**src/rtl/mem_port_arbiter.sv**
```systemverilog
// Fetch/data arbiter for a single-ported unified memory, one transaction in flight at a time.
// Define ARB_PERF_EN to add the perf_conflict / perf_if_stall counters.
module mem_port_arbiter #(
  parameter int unsigned MAX_WAIT = 8,
  parameter int unsigned AW       = 32
) (
  input  logic          clock,
  input  logic          reset_n,
  input  logic          if_req,
  input  logic [AW-1:0] if_addr,
  output logic          if_ack,
  output logic [31:0]   if_rdata,
  input  logic          dm_req,
  input  logic          dm_we,
  input  logic [1:0]    dm_size,
  input  logic [AW-1:0] dm_addr,
  input  logic [31:0]   dm_wdata,
  output logic          dm_ack,
  output logic [31:0]   dm_rdata,
  output logic          busy,
  output logic          mem_req,
  output logic          mem_we,
  output logic [1:0]    mem_size,
  output logic [AW-1:0] mem_addr,
  output logic [31:0]   mem_wdata,
  input  logic          mem_ack,
  input  logic [31:0]   mem_rdata
`ifdef ARB_PERF_EN
  ,
  output logic [31:0]   perf_conflict,
  output logic [31:0]   perf_if_stall
`endif
);

  typedef enum logic [1:0] {
    IDLE    = 2'd0,
    BUSY_IF = 2'd1,
    BUSY_DM = 2'd2
  } state_t;

  localparam logic [7:0] MAX_WAIT_C = 8'(MAX_WAIT);

  state_t      state_r, state_nxt_s;
  logic [7:0]  wait_cnt_r, wait_cnt_nxt_s;
  logic        grant_if_s, grant_dm_s;
  logic [31:0] if_rdata_r, dm_rdata_r;

  // Next-state, arbitration and acknowledge decode
  always_comb begin
    state_nxt_s    = state_r;
    wait_cnt_nxt_s = wait_cnt_r;
    grant_if_s     = 1'b0;
    grant_dm_s     = 1'b0;
    if_ack         = 1'b0;
    dm_ack         = 1'b0;
    case (state_r)
      IDLE: begin
        if (if_req && (!dm_req || (wait_cnt_r == MAX_WAIT_C))) begin
          grant_if_s     = 1'b1;
          state_nxt_s    = BUSY_IF;
          wait_cnt_nxt_s = 8'd0;
        end else if (dm_req) begin
          grant_dm_s  = 1'b1;
          state_nxt_s = BUSY_DM;
          // fetch lost this arbitration: age it towards forced priority
          if (if_req && (wait_cnt_r < MAX_WAIT_C)) begin
            wait_cnt_nxt_s = wait_cnt_r + 8'd1;
          end else begin
            wait_cnt_nxt_s = wait_cnt_r;
          end
        end else begin
          state_nxt_s = IDLE;
        end
      end
      BUSY_IF: begin
        if (mem_ack) begin
          if_ack      = 1'b1;
          state_nxt_s = IDLE;
        end else begin
          state_nxt_s = BUSY_IF;
        end
      end
      BUSY_DM: begin
        if (mem_ack) begin
          dm_ack      = 1'b1;
          state_nxt_s = IDLE;
        end else begin
          state_nxt_s = BUSY_DM;
        end
      end
      default: begin
        state_nxt_s = IDLE;
      end
    endcase
    if_rdata = if_ack ? mem_rdata : if_rdata_r;
    dm_rdata = dm_ack ? mem_rdata : dm_rdata_r;
  end

  assign busy    = (state_r != IDLE);
  assign mem_req = busy;

  // FSM state and fetch starvation counter
  always_ff @(posedge clock or negedge reset_n) begin
    if (!reset_n) begin
      state_r    <= IDLE;
      wait_cnt_r <= 8'd0;
    end else begin
      state_r    <= state_nxt_s;
      wait_cnt_r <= wait_cnt_nxt_s;
    end
  end

  // Memory-side request fields, captured from the winner at grant
  always_ff @(posedge clock or negedge reset_n) begin
    if (!reset_n) begin
      mem_we    <= 1'b0;
      mem_size  <= 2'd0;
      mem_addr  <= '0;
      mem_wdata <= 32'd0;
    end else if (grant_if_s) begin
      mem_we    <= 1'b0;
      mem_size  <= 2'd2;
      mem_addr  <= if_addr;
      mem_wdata <= 32'd0;
    end else if (grant_dm_s) begin
      mem_we    <= dm_we;
      mem_size  <= dm_size;
      mem_addr  <= dm_addr;
      mem_wdata <= dm_wdata;
    end
  end

  // Read data holding registers, refreshed on each acknowledge
  always_ff @(posedge clock or negedge reset_n) begin
    if (!reset_n) begin
      if_rdata_r <= 32'd0;
      dm_rdata_r <= 32'd0;
    end else begin
      if (if_ack) begin
        if_rdata_r <= mem_rdata;
      end
      if (dm_ack) begin
        dm_rdata_r <= mem_rdata;
      end
    end
  end

`ifdef ARB_PERF_EN
  // Wrapping performance counters
  always_ff @(posedge clock or negedge reset_n) begin
    if (!reset_n) begin
      perf_conflict <= 32'd0;
      perf_if_stall <= 32'd0;
    end else begin
      if ((state_r == IDLE) && if_req && dm_req) begin
        perf_conflict <= perf_conflict + 32'd1;
      end
      if (if_req && !if_ack) begin
        perf_if_stall <= perf_if_stall + 32'd1;
      end
    end
  end
`endif

endmodule

```
**config.mk**
```make
export PLATFORM = sky130hd
export DESIGN_NAME = mem_port_arbiter
export DESIGN_NICKNAME = d
export VERILOG_FILES = /design/src/rtl/mem_port_arbiter.sv
export SDC_FILE = /design/constraint.sdc
export NUM_CORES = 1
export LEC_CHECK = 0
export BUFFER_PORTS_ARGS = -buffer_cell sky130_fd_sc_hd__buf_2
export CAP_MARGIN = 30
export CORE_UTILIZATION = 50
export DETAILED_ROUTE_END_ITERATION = 6
export PLACE_DENSITY_LB_ADDON = 0.1
export SETUP_SLACK_MARGIN = 0.15
export SLEW_MARGIN = 25
export SYNTH_ARGS = -nofsm -noshare
export SYNTH_HDL_FRONTEND = slang
export SYNTH_SLANG_ARGS = --single-unit
```
**constraint.sdc**
```tcl
create_clock -name clock -period 2.84 [get_ports clock]
set_clock_uncertainty 0.05 [all_clocks]
set_input_delay 0.426 -clock clock [delete_from_list [all_inputs] [get_ports clock]]
set_output_delay 0.426 -clock clock [all_outputs]
set_load 0.05 [all_outputs]
```
==> results of run 1 <==
==> kinds of logic after synthesis <==
| family | synth area share [%] |
|---|---|
| buf+inv | 3.98 |
| simple gates | 15.4 |
| compound gates | 18.1 |
| flops | 62.0 |
| mux | 0.176 |
| fa+ha+maj | 0.439 |
==> registers in the layout, indices dropped and copies added (netlist names) <==
signal / count
dm_rdata_r: 32
if_rdata_r: 32
mem_addr: 32
mem_wdata: 32
wait_cnt_r: 8
mem_size: 2
state_r: 2
mem_we: 1
==> per-stage QoR <==
step	utilization (%)	hold WS [ns]	area (µm²)
floorplan	-	0.0804	5700
global placement	65.4	0.399	7180
detailed placement	65.4	0.406	7180
CTS	71.5	0.168	7860
global route	71.5	0.177	7860
finish	71.5	0.185	7860
==> repair_timing <==
| item | CTS | global route |
|---|---|---|
| hold buffers | 1 | 0 |
| endpoints found under the hold margin | 52 | 0 |
| endpoints found under the setup margin | 15 | 0 |
| buffers inserted | 4 | 0 |
==> area by class of cell <==
type                    instances  area (µm²)  share of cell area, %
multi-input cells             363        1950                   24.9
clock inverters                11         164                   2.09
flip-flops and latches        141        3530                   44.9
well taps                     140         175                   2.23
clock buffers                  21         470                   5.99
repair buffers                289        1530                   19.4
inverters                      10        37.5                  0.478
==> where the power goes <==
part / switching, mW / total, mW / internal [mW] / leakage, nW
Combinational: 4.88 / 6.21 / 1.33 / 2.19
Sequential: 0.419 / 3.35 / 2.93 / 1.76
Clock: 0.805 / 2.34 / 1.53 / 0.309
==> worst max path at each step <==
stage / from / to / slack, ns / depth (start not counted)
after CTS: state_r[0] / dm_rdata[24] / 0.32 / 6
after detailed placement: wait_cnt_r[0] / mem_addr[12] / 0.53 / 7
after global placement: mem_ack / if_rdata[0] / 0.61 / 7
after global routing: state_r[0] / dm_rdata[17] / 0.19 / 6
final: state_r[1] / if_rdata[29] / 0.32 / 6
after floorplan: state_r[0] / dm_rdata[22] / 0.33 / 6
==> worst register-to-register path: cells and delay by family (launching register included) <==
kind	cells	cell delay, ns
adders and majority gates	1	0.16
buffers and inverters	2	0.45
AOI/OAI and AO/OA	3	0.75
and+or+nand+nor	1	0.41
DFF	1	0.40
==> metal layers <==
layer	global-route usage [%]	vias to the layer above	routed length, µm
li1	-	2443	-
met1	32.2	2541	6190
met2	45.1	249	7970
met3	6.99	62	1040
met4	18.4	0	805
met5	0	-	0
==> layout by cell type, fill, tap and decap left out, types with 2 or more instances in the layout <==
| cell type | count |
|---|---|
| clkbuf_8 | 3 |
| clkbuf_16 | 17 |
| clkinv_2 | 4 |
| clkinvlp_4 | 2 |
| nand3b_1 | 3 |
| ha_1 | 2 |
| a21oi_1 | 2 |
| buf_2 | 269 |
| a22o_1 | 34 |
| buf_4 | 16 |
| and2_1 | 4 |
| nand2_1 | 198 |
| o21ai_1 | 2 |
| inv_1 | 10 |
| o21ai_0 | 64 |
| bufinv_16 | 4 |
| a32oi_1 | 32 |
| buf_12 | 2 |
| dfrtp_1 | 141 |
==> summary.md, run 1 <==
| Metric | Value |
|---|---|
| Status | `complete, no violations` |
| First-pass GRT wire length | `approximately 25000 µm` |
| CP max stage delay | `0.44 ns` |
| Clock Latency Late Sink | `0.41 ns` |
| Initial Utilization | `51.9%` |
| Slew HR | `56.9%` |
| Worst r2r path cells | `7` |
| Yosys warning count | `0` |
| Final worst path period need | `2.52 ns` |
| Initial antenna violation count | `0` |
| Critical path, cell by cell | `nand3b_1, inv_1, buf_4, nand2_1, nand2_1, buf_2` |
| Syn Nets | `between 600 and 700` |
| Post-place setup slack | `0.526 ns` |
| DP Wirelength | `roughly 11000 µm` |
| R2R Path End | `mem_addr[28]` |
| CP endpoint kind | `primary output` |
| Worst Hold Launch | `dm_wdata[4]` |
| Hold Path End | `mem_wdata[4]` |
| Synth-to-layout area growth | `38.0%` |
| Register area share after synthesis | `62.0%` |
| Die height | `109 µm` |
| Crit start category | `flop` |
| Routed Antenna Nets | `0` |
| Remaining DRCs | `0` |
| Final Non-Filler Cells | `slightly below 1000` |
| Vias in the first global route | `5084` |
| Final nets | `960` |
| Hold WC Path Type | `primary input to flop` |
| N_diodes | `0` |
| Final Worst Setup Slack | `about 0.32 ns` |
| Mapped cell area | `5700 µm²` |
| Post-cts gate resize count | `0` |
| Top_reg_cell synth | `dfrtp_1` |
| Post-Route WL | `16000 µm` |
| Async SR Flop Fraction | `100%` |
| CTS Sinks | `~140` |
| Lkg Pwr | `approximately 4.3 nW` |
| Share of the synthesized area in the top cell type | `62.0%` |
| Final Setup Violations | `0` |
| CTS tree | `built` |
| Critical Path RT | `roughly 2.4 ns` |
| Crit Path Max Fanout | `33` |
| Worst path most repeated cell | `nand2_1` |
| Wire length per cell | `16.4 µm` |
| Average instance area after synthesis | `around 10 µm²` |
| Via Count | `5295` |
| First-iteration detailed-routing DRC count | `353` |
| Clock-pin slew of the registers on the worst-case setup and hold paths | `0.06 ns` |
| Hold depth | `2` |
| Critical Path AT | `2.04 ns` |
| Worst Path Buf+Inv | `3` |
| Count of flip-flops with a built-in enable after synthesis | `0` |
| Max-cap check violation count | `0` |
| Final-report hold violation count | `0` |
| Syn Inst Count | `555` |
| Most frequent cells after synthesis | `198 x nand2_1, 141 x dfrtp_1, 64 x o21ai_0` |
| Grt ovf | `0` |
| P per Cell Area | `1510 nW/µm²` |
| Synth cell types | `37` |
| Setup slack, reg-to-reg | `about 0.53 ns` |
| Root Buffer | `clkbuf_16` |
| R2r startpoint | `wait_cnt_r[0]` |
| Avg Vias per Cell | `5.43` |
| WS Path Type | `flop to primary output` |
| Total GRT Usage | `27.6%` |
| Number of CTS-inserted buffers | `17` |
| Ratio of cells with drive above 1 in the final layout | `39.3%` |
| Largest net degree at the start of global routing | `70` |
| Die Wd | `109 µm` |
| Total chip power | `11.9 mW` |
| IO buf count | `270` |
| Worst Max-Slew Pin Slew | `0.647 ns` |
| Row cnt | `38` |
| Max Slew Vio Count | `0` |
| Max clock buf depth | `2` |
| FF+latch count, synth | `141` |
| Unrepaired setup endpoints after global routing | `false` |
| Die ar. | `11800 µm²` |
| Fin crit share | `~89%` |
| H-tree depth | `4` |
| Count leader, synth | `nand2_1` |
| Max VDD drop | `1.11 mV` |
| Setup TNS | `0 ns` |
| Fill cells | `838` |
| Drt pass-1 iters | `5` |
| Core Region | `11000 µm²` |
| Crit-path leading delay family | `buffers and inverters` |
| Final GP Congestion | `around 0.9` |
| Dpl cells | `between 900 and 1000` |
| Worst path slowest cell | `dfrtp_1` |
| # IOs | `271` |
| Synth area leaders | `dfrtp_1 62%, nand2_1 13%, o21ai_0 5.6%` |
| Post-synth top area cell | `dfrtp_1` |
| F_max | `397 MHz` |
Power figures use the tool's default switching activity.
==> run 2: changes to the inputs <==
Settings changed: ABC_AREA set to 1, CORE_UTILIZATION 50 to 51.
==> summary.md, run 2 <==
| Metric | Value |
|---|---|
| Final GP Congestion | `0.802` |
| F_max | `407 MHz` |
| First-pass GRT wire length | `~24000 µm` |
| Root Buffer | `clkbuf_16` |
| Total GRT Usage | `25.8%` |
| Worst Hold Launch | `mem_ack` |
| IO buf count | `270` |
| Hold Path End | `state_r[1]` |
| Die height | `110 µm` |
| Final worst path period need | `2.46 ns` |
| Critical Path RT | `2.36 ns` |
| Compound-Gate Fraction of Synth Area | `~6.3%` |
| Commonest non-fill, non-tap cells in the layout | `304 x nand2_1, 269 x buf_2, 141 x dfrtp_1` |
| Worst r2r path cells | `7` |
| Sequential fraction of design power | `a little over a quarter` |
| Hold WC Path Type | `primary input to flop` |
| Routed Antenna Nets | `0` |
| Synth-to-layout area growth | `36.1%` |
| Die ar. | `12000 µm²` |
| Unrepaired setup endpoints after global routing | `false` |
| Top_reg_cell synth | `dfrtp_1` |
| Fill cells | `888` |
| Worst hold margin | `0.155 ns` |
| DP Wirelength | `about 11000 µm` |
| Post-CTS setup buffers | `0` |
| P per Cell Area | `roughly 1500 nW/µm²` |
| Critical Path AT | `1.98 ns` |
| Lkg Pwr | `4.73 nW` |
| Average instance area after synthesis | `8.55 µm²` |
| Async SR Flop Fraction | `100%` |
| Status | `complete, no violations` |
| N_diodes | `0` |
| Crit Path Max Fanout | `52` |
| Post-place setup slack | `a little under 0.5 ns` |
| Core Region | `11100 µm²` |
| FF+latch count, synth | `~140` |
| Final-report hold violation count | `0` |
| Gate power share | `53.5%` |
| Mux share of post-synthesis cell area | `0%` |
| Share of the synthesized area in the top cell type | `59.6%` |
| Ratio of cells with drive above 1 in the final layout | `35.4%` |
| Simple-Gate Fraction of Synth Area | `26.4%` |
| Setup slack, reg-to-reg | `0.52 ns` |
| Max VDD drop | `0.939 mV` |
| Max-cap check violation count | `0` |
| Number of CTS-inserted buffers | `17` |
| Synth cell types | `21` |
| Post-Route WL | `about 15000 µm` |
| Row cnt | `38` |
| Drt pass-1 iters | `4` |
| Final Worst Setup Slack | `0.382 ns` |
| CTS tree | `built` |
| Sw Pwr | `6.30 mW` |
| Count of flip-flops with a built-in enable after synthesis | `0` |
| Initial Utilization | `53.5%` |
| Count leader, synth | `nand2_1` |
| Synth area leaders | `dfrtp_1 60%, nand2_1 19%, nand3_1 6.1%` |
| Largest net degree at the start of global routing | `76` |
| Fin crit share | `between 80 and 90%` |
| R2R Path End | `wait_cnt_r[1]` |
| Switching Share | `52.1%` |
| Post-synth top area cell | `dfrtp_1` |
| Yosys warning count | `0` |
| Post-Synth Adder-Cell Area | `0.423%` |
| # IOs | `271` |
| Clock Latency Late Sink | `0.41 ns` |
| Largest family of logic cells by synthesized area | `simple AND/OR/NAND/NOR gates` |
| Max clock buf depth | `2` |
| Slew HR | `a little over half` |
| CP endpoint kind | `primary output` |
| H-tree depth | `4` |
| Worst Max-Slew Pin Slew | `0.716 ns` |
| CTS Sinks | `between 100 and 150` |
| Clock-pin slew of the registers on the worst-case setup and hold paths | `about 0.060 ns` |
| Hold depth | `2` |
| Initial antenna violation count | `0` |
| Mapped cell area | `~6000 µm²` |
| Register area share after synthesis | `59.6%` |
| Avg Vias per Cell | `4.97` |
| Clk pwr share | `19.4%` |
| Most frequent cells after synthesis | `304 x nand2_1, 141 x dfrtp_1, 72 x nand3_1` |
| Final Setup Violations | `0` |
| First-iteration detailed-routing DRC count | `391` |
| Crit start category | `flop` |
| Wire length per cell | `around 14 µm` |
| Remaining DRCs | `0` |
| Final nets | `1090` |
| Internal Pwr Total | `5.79 mW` |
| R2r startpoint | `wait_cnt_r[0]` |
| Xor and xnor fraction of the mapped netlist area | `less than 1%` |
| WS Path Type | `flop to primary output` |
| Syn Nets | `~830` |
| Vias in the first global route | `5190` |
| Max Slew Vio Count | `0` |
| Via Count | `5487` |
| Die Wd | `about 110 µm` |
| Commonest non-fill, non-tap cell in the layout | `nand2_1` |
| Grt ovf | `0` |
| Syn Inst Count | `roughly 700` |
-- run 2: changes by cell type in the layout (fill, tap and decap cells not counted), sizes merged, moves of 4 or more --
cell / previous run / this run
nand2: 198 / 305
nand3: 1 / 72
inv: 10 / 48
a22o: 34 / 0
a32oi: 32 / 0
buf: 288 / 279
nor2: 1 / 10
and2: 4 / 0
-- run 2: area by class of cell --
| type | instances | area, µm² | share of cell area, % |
|---|---|---|---|
| Clock buffer | 20 | 467 | 5.79 |
| Clock inverter | 12 | 166 | 2.06 |
| Inverter | 48 | 180 | 2.24 |
| Multi-Input combinational cell | 464 | 2070 | 25.7 |
| Sequential cell | 141 | 3530 | 43.8 |
| Tap cell | 140 | 175 | 2.17 |
| Timing Repair Buffer | 280 | 1470 | 18.3 |
-- run 2: cells by family after synthesis --
logic type      after synthesis
compound gates               71
buf+inv                      88
simple gates                389
fa+ha+maj                     2
flops                       141
xor+xnor                      2
-- run 2: routing by layer --
metal,vias to the layer above,share of wire (%),track usage [%]
li1,2690,-,-
met1,2532,40,29.7
met2,232,50,43.8
met3,33,7.9,7.59
met4,0,2.8,13.0
met5,-,0,0
-- run 2: how the worst max path moves through the flow --
stage	startpoint	end	slack (ns)	cells after the start
after floorplan	state_r[1]	if_rdata[10]	-0.04	6
after global placement	wait_cnt_r[0]	wait_cnt_r[2]	0.60	8
after detailed placement	wait_cnt_r[0]	wait_cnt_r[2]	0.49	8
after CTS	state_r[1]	if_rdata[26]	0.35	7
after global routing	state_r[1]	if_rdata[18]	0.19	7
final	state_r[1]	if_rdata[28]	0.38	7
-- run 2: through the flow --
step	cell area (µm²)	setup TNS [ns]	util, %	power [mW]	std cells
after global placement	7420	0	67.0	9.68	1072
after global routing	8060	0	72.8	12.7	1105
after detailed placement	7420	0	67.0	9.80	1072
after floorplan	6010	-1.37	-	8.33	693
final	8060	0	72.8	12.1	1105
after CTS	8060	0	72.8	12.2	1105
-- run 2: power by group through the flow --
stage / clock network (mW) / logic (mW) / registers [mW]
after floorplan: 0 / 3.47 / 4.86
after global placement: 0 / 6.41 / 3.27
after detailed placement: 0 / 6.50 / 3.30
after CTS: 2.38 / 6.53 / 3.28
after global routing: 2.47 / 6.88 / 3.37
final: 2.34 / 6.47 / 3.28
-- run 2: repair_timing --
action | CTS | global route
hold buffers | 1 | 0
hold endpoints to repair | 3 | 0
resized for setup | 0 | 0
-- run 2: critical path, stage by stage, from the launching register on --
cell and delay, ns:
dfrtp_1 0.35, inv_1 0.12, nand2_1 0.08, nor2_1 0.15, inv_2 0.14, buf_12 0.22, o21ai_1 0.19, buf_2 0.30
==> run 3: changes to the inputs <==
Settings changed: RECOVER_POWER set to 50.
==> summary.md, run 3 (synthesized netlist as in run 2, its figures left out) <==
| Metric | Value |
|---|---|
| Clock Latency Late Sink | `0.41 ns` |
| Max clock buf depth | `2` |
| Critical Path RT | `2.36 ns` |
| Remaining DRCs | `0` |
| DP Wirelength | `roughly 11000 µm` |
| Clock-pin slew of the registers on the worst-case setup and hold paths | `roughly 0.060 ns` |
| Routed Antenna Nets | `0` |
| # IOs | `approximately 270` |
| Post-Route WL | `between 15000 and 20000 µm` |
| Switching Share | `52.7%` |
| Failing checks | `max-capacitance violations, max-slew violations` |
| Final core occ | `~71%` |
| Clk pwr share | `19.7%` |
| Fin crit share | `between 80 and 90%` |
| WS Path Type | `flop to primary output` |
| Row cnt | `38` |
| Total chip power | `11.9 mW` |
| Sequential fraction of design power | `27.7%` |
| Crit Path Max Fanout | `34` |
| Final-report hold violation count | `0` |
| Root Buffer | `clkbuf_16` |
| Grt ovf | `0` |
| Drt pass-1 iters | `4` |
| Final Worst Setup Slack | `0.344 ns` |
| CTS tree | `built` |
| Core Region | `11100 µm²` |
| Final Setup Violations | `0` |
| CTS Sinks | `141` |
| Vias in the first global route | `5190` |
| Slew HR | `-22.6%` |
| P per Cell Area | `1500 nW/µm²` |
| Hold WC Path Type | `primary input to flop` |
| F_max | `401 MHz` |
| Setup TNS | `0 ns` |
| Internal Pwr Total | `about 5.6 mW` |
| Sw Pwr | `6.26 mW` |
| Final GP Congestion | `0.802` |
| Die height | `about 110 µm` |
| Via Count | `5502` |
| N_diodes | `0` |
| First-pass GRT wire length | `23600 µm` |
| Fill cells | `950` |
| Max VDD drop | `between 0.9 and 1 mV` |
| Critical Path AT | `approximately 2.0 ns` |
| Post-place setup slack | `approximately 0.49 ns` |
| Number of CTS-inserted buffers | `17` |
| Commonest non-fill, non-tap cells in the layout | `304 x nand2_1, 209 x buf_2, 141 x dfrtp_1` |
| H-tree depth | `4` |
| Lkg Pwr | `4.51 nW` |
| Initial Utilization | `approximately 53%` |
| Avg Vias per Cell | `~5` |
| Total GRT Usage | `25.8%` |
| Status | `complete, but fails checks` |
| Unrepaired setup endpoints after global routing | `false` |
| Max-cap check violation count | `1` |
| Final worst path period need | `2.50 ns` |
| Die Wd | `110 µm` |
| IO buf count | `270` |
| Commonest non-fill, non-tap cell in the layout | `nand2_1` |
| Post-CTS setup buffers | `0` |
| Final nets | `1090` |
| Ratio of cells with drive above 1 in the final layout | `27.2%` |
| First-iteration detailed-routing DRC count | `414` |
| Worst Max-Slew Pin Slew | `1.84 ns` |
| CP endpoint kind | `primary output` |
| Largest net degree at the start of global routing | `76` |
| Initial antenna violation count | `0` |
| Worst hold margin | `0.159 ns` |
| Synth-to-layout area growth | `33.4%` |
| Gate power share | `52.6%` |
| Wire length per cell | `14.0 µm` |
| Max Slew Vio Count | `75` |
| Die ar. | `12000 µm²` |
| Crit start category | `flop` |
[run 3: cell types whose count changed in the layout (fill, tap and decap cells not counted), sizes merged]
cell,before,now
buf,279,218
clkbuf,20,81
[run 3: repair_timing]
item / 4_1_cts / 5_1_grt
hold buffers: 1 / 0
resized for setup: 0 / 0
endpoints found under the hold margin: 3 / 0
[run 3: final cells by class]
cell class                      instances  area (µm²)  share of cell area [%]
Multi-Input combinational cell        464        1990                    25.2
Tap cell                              140         175                    2.22
Timing Repair Buffer                  280        1390                    17.6
Clock inverter                         12         166                    2.11
Sequential cell                       141        3530                    44.6
Inverter                               48         180                    2.28
Clock buffer                           20         467                    5.91
[run 3: power by group through the flow]
| stage | clock network [mW] | registers [mW] | logic (mW) |
|---|---|---|---|
| after global routing | 2.47 | 3.38 | 6.66 |
| after detailed placement | 0 | 3.30 | 6.50 |
| after CTS | 2.38 | 3.28 | 6.53 |
| after floorplan | 0 | 4.86 | 3.47 |
| after global placement | 0 | 3.27 | 6.41 |
| final | 2.34 | 3.29 | 6.25 |
[run 3: layer usage]
layer / track usage (%) / up-vias / share of wire [%]
met5: 0 / - / 0
met4: 13.0 / 0 / 2.5
met3: 7.59 / 30 / 7.9
met2: 43.8 / 236 / 50
met1: 29.7 / 2547 / 40
li1: - / 2689 / -
[run 3: path summary, 6_finish.rpt]
check	startpoint	to	slack, ns	depth (start not counted)
max	state_r[0]	dm_rdata[25]	0.34	5
min	mem_ack	state_r[1]	0.16	2
max reg2reg	wait_cnt_r[0]	wait_cnt_r[2]	0.50	8
min reg2reg	dm_rdata_r[16]	dm_rdata_r[16]	0.42	2
max in group asynchronous	reset_n	mem_addr[2]	0.59	3
min in group asynchronous	reset_n	dm_rdata_r[27]	0.98	2
[run 3: through the flow]
stage          instances  area [µm²]
2_1_floorplan        693        6010
3_3_place_gp        1072        7420
3_5_place_dp        1072        7420
4_1_cts             1105        8060
5_1_grt             1105        7900
6_report            1105        7900
[run 3: critical path, cell delays in order, from the launching register on]
cell	delay [ns]
dfrtp_1	0.41
nor3_1	0.29
inv_2	0.06
buf_4	0.23
o21ai_0	0.28
buf_2	0.32
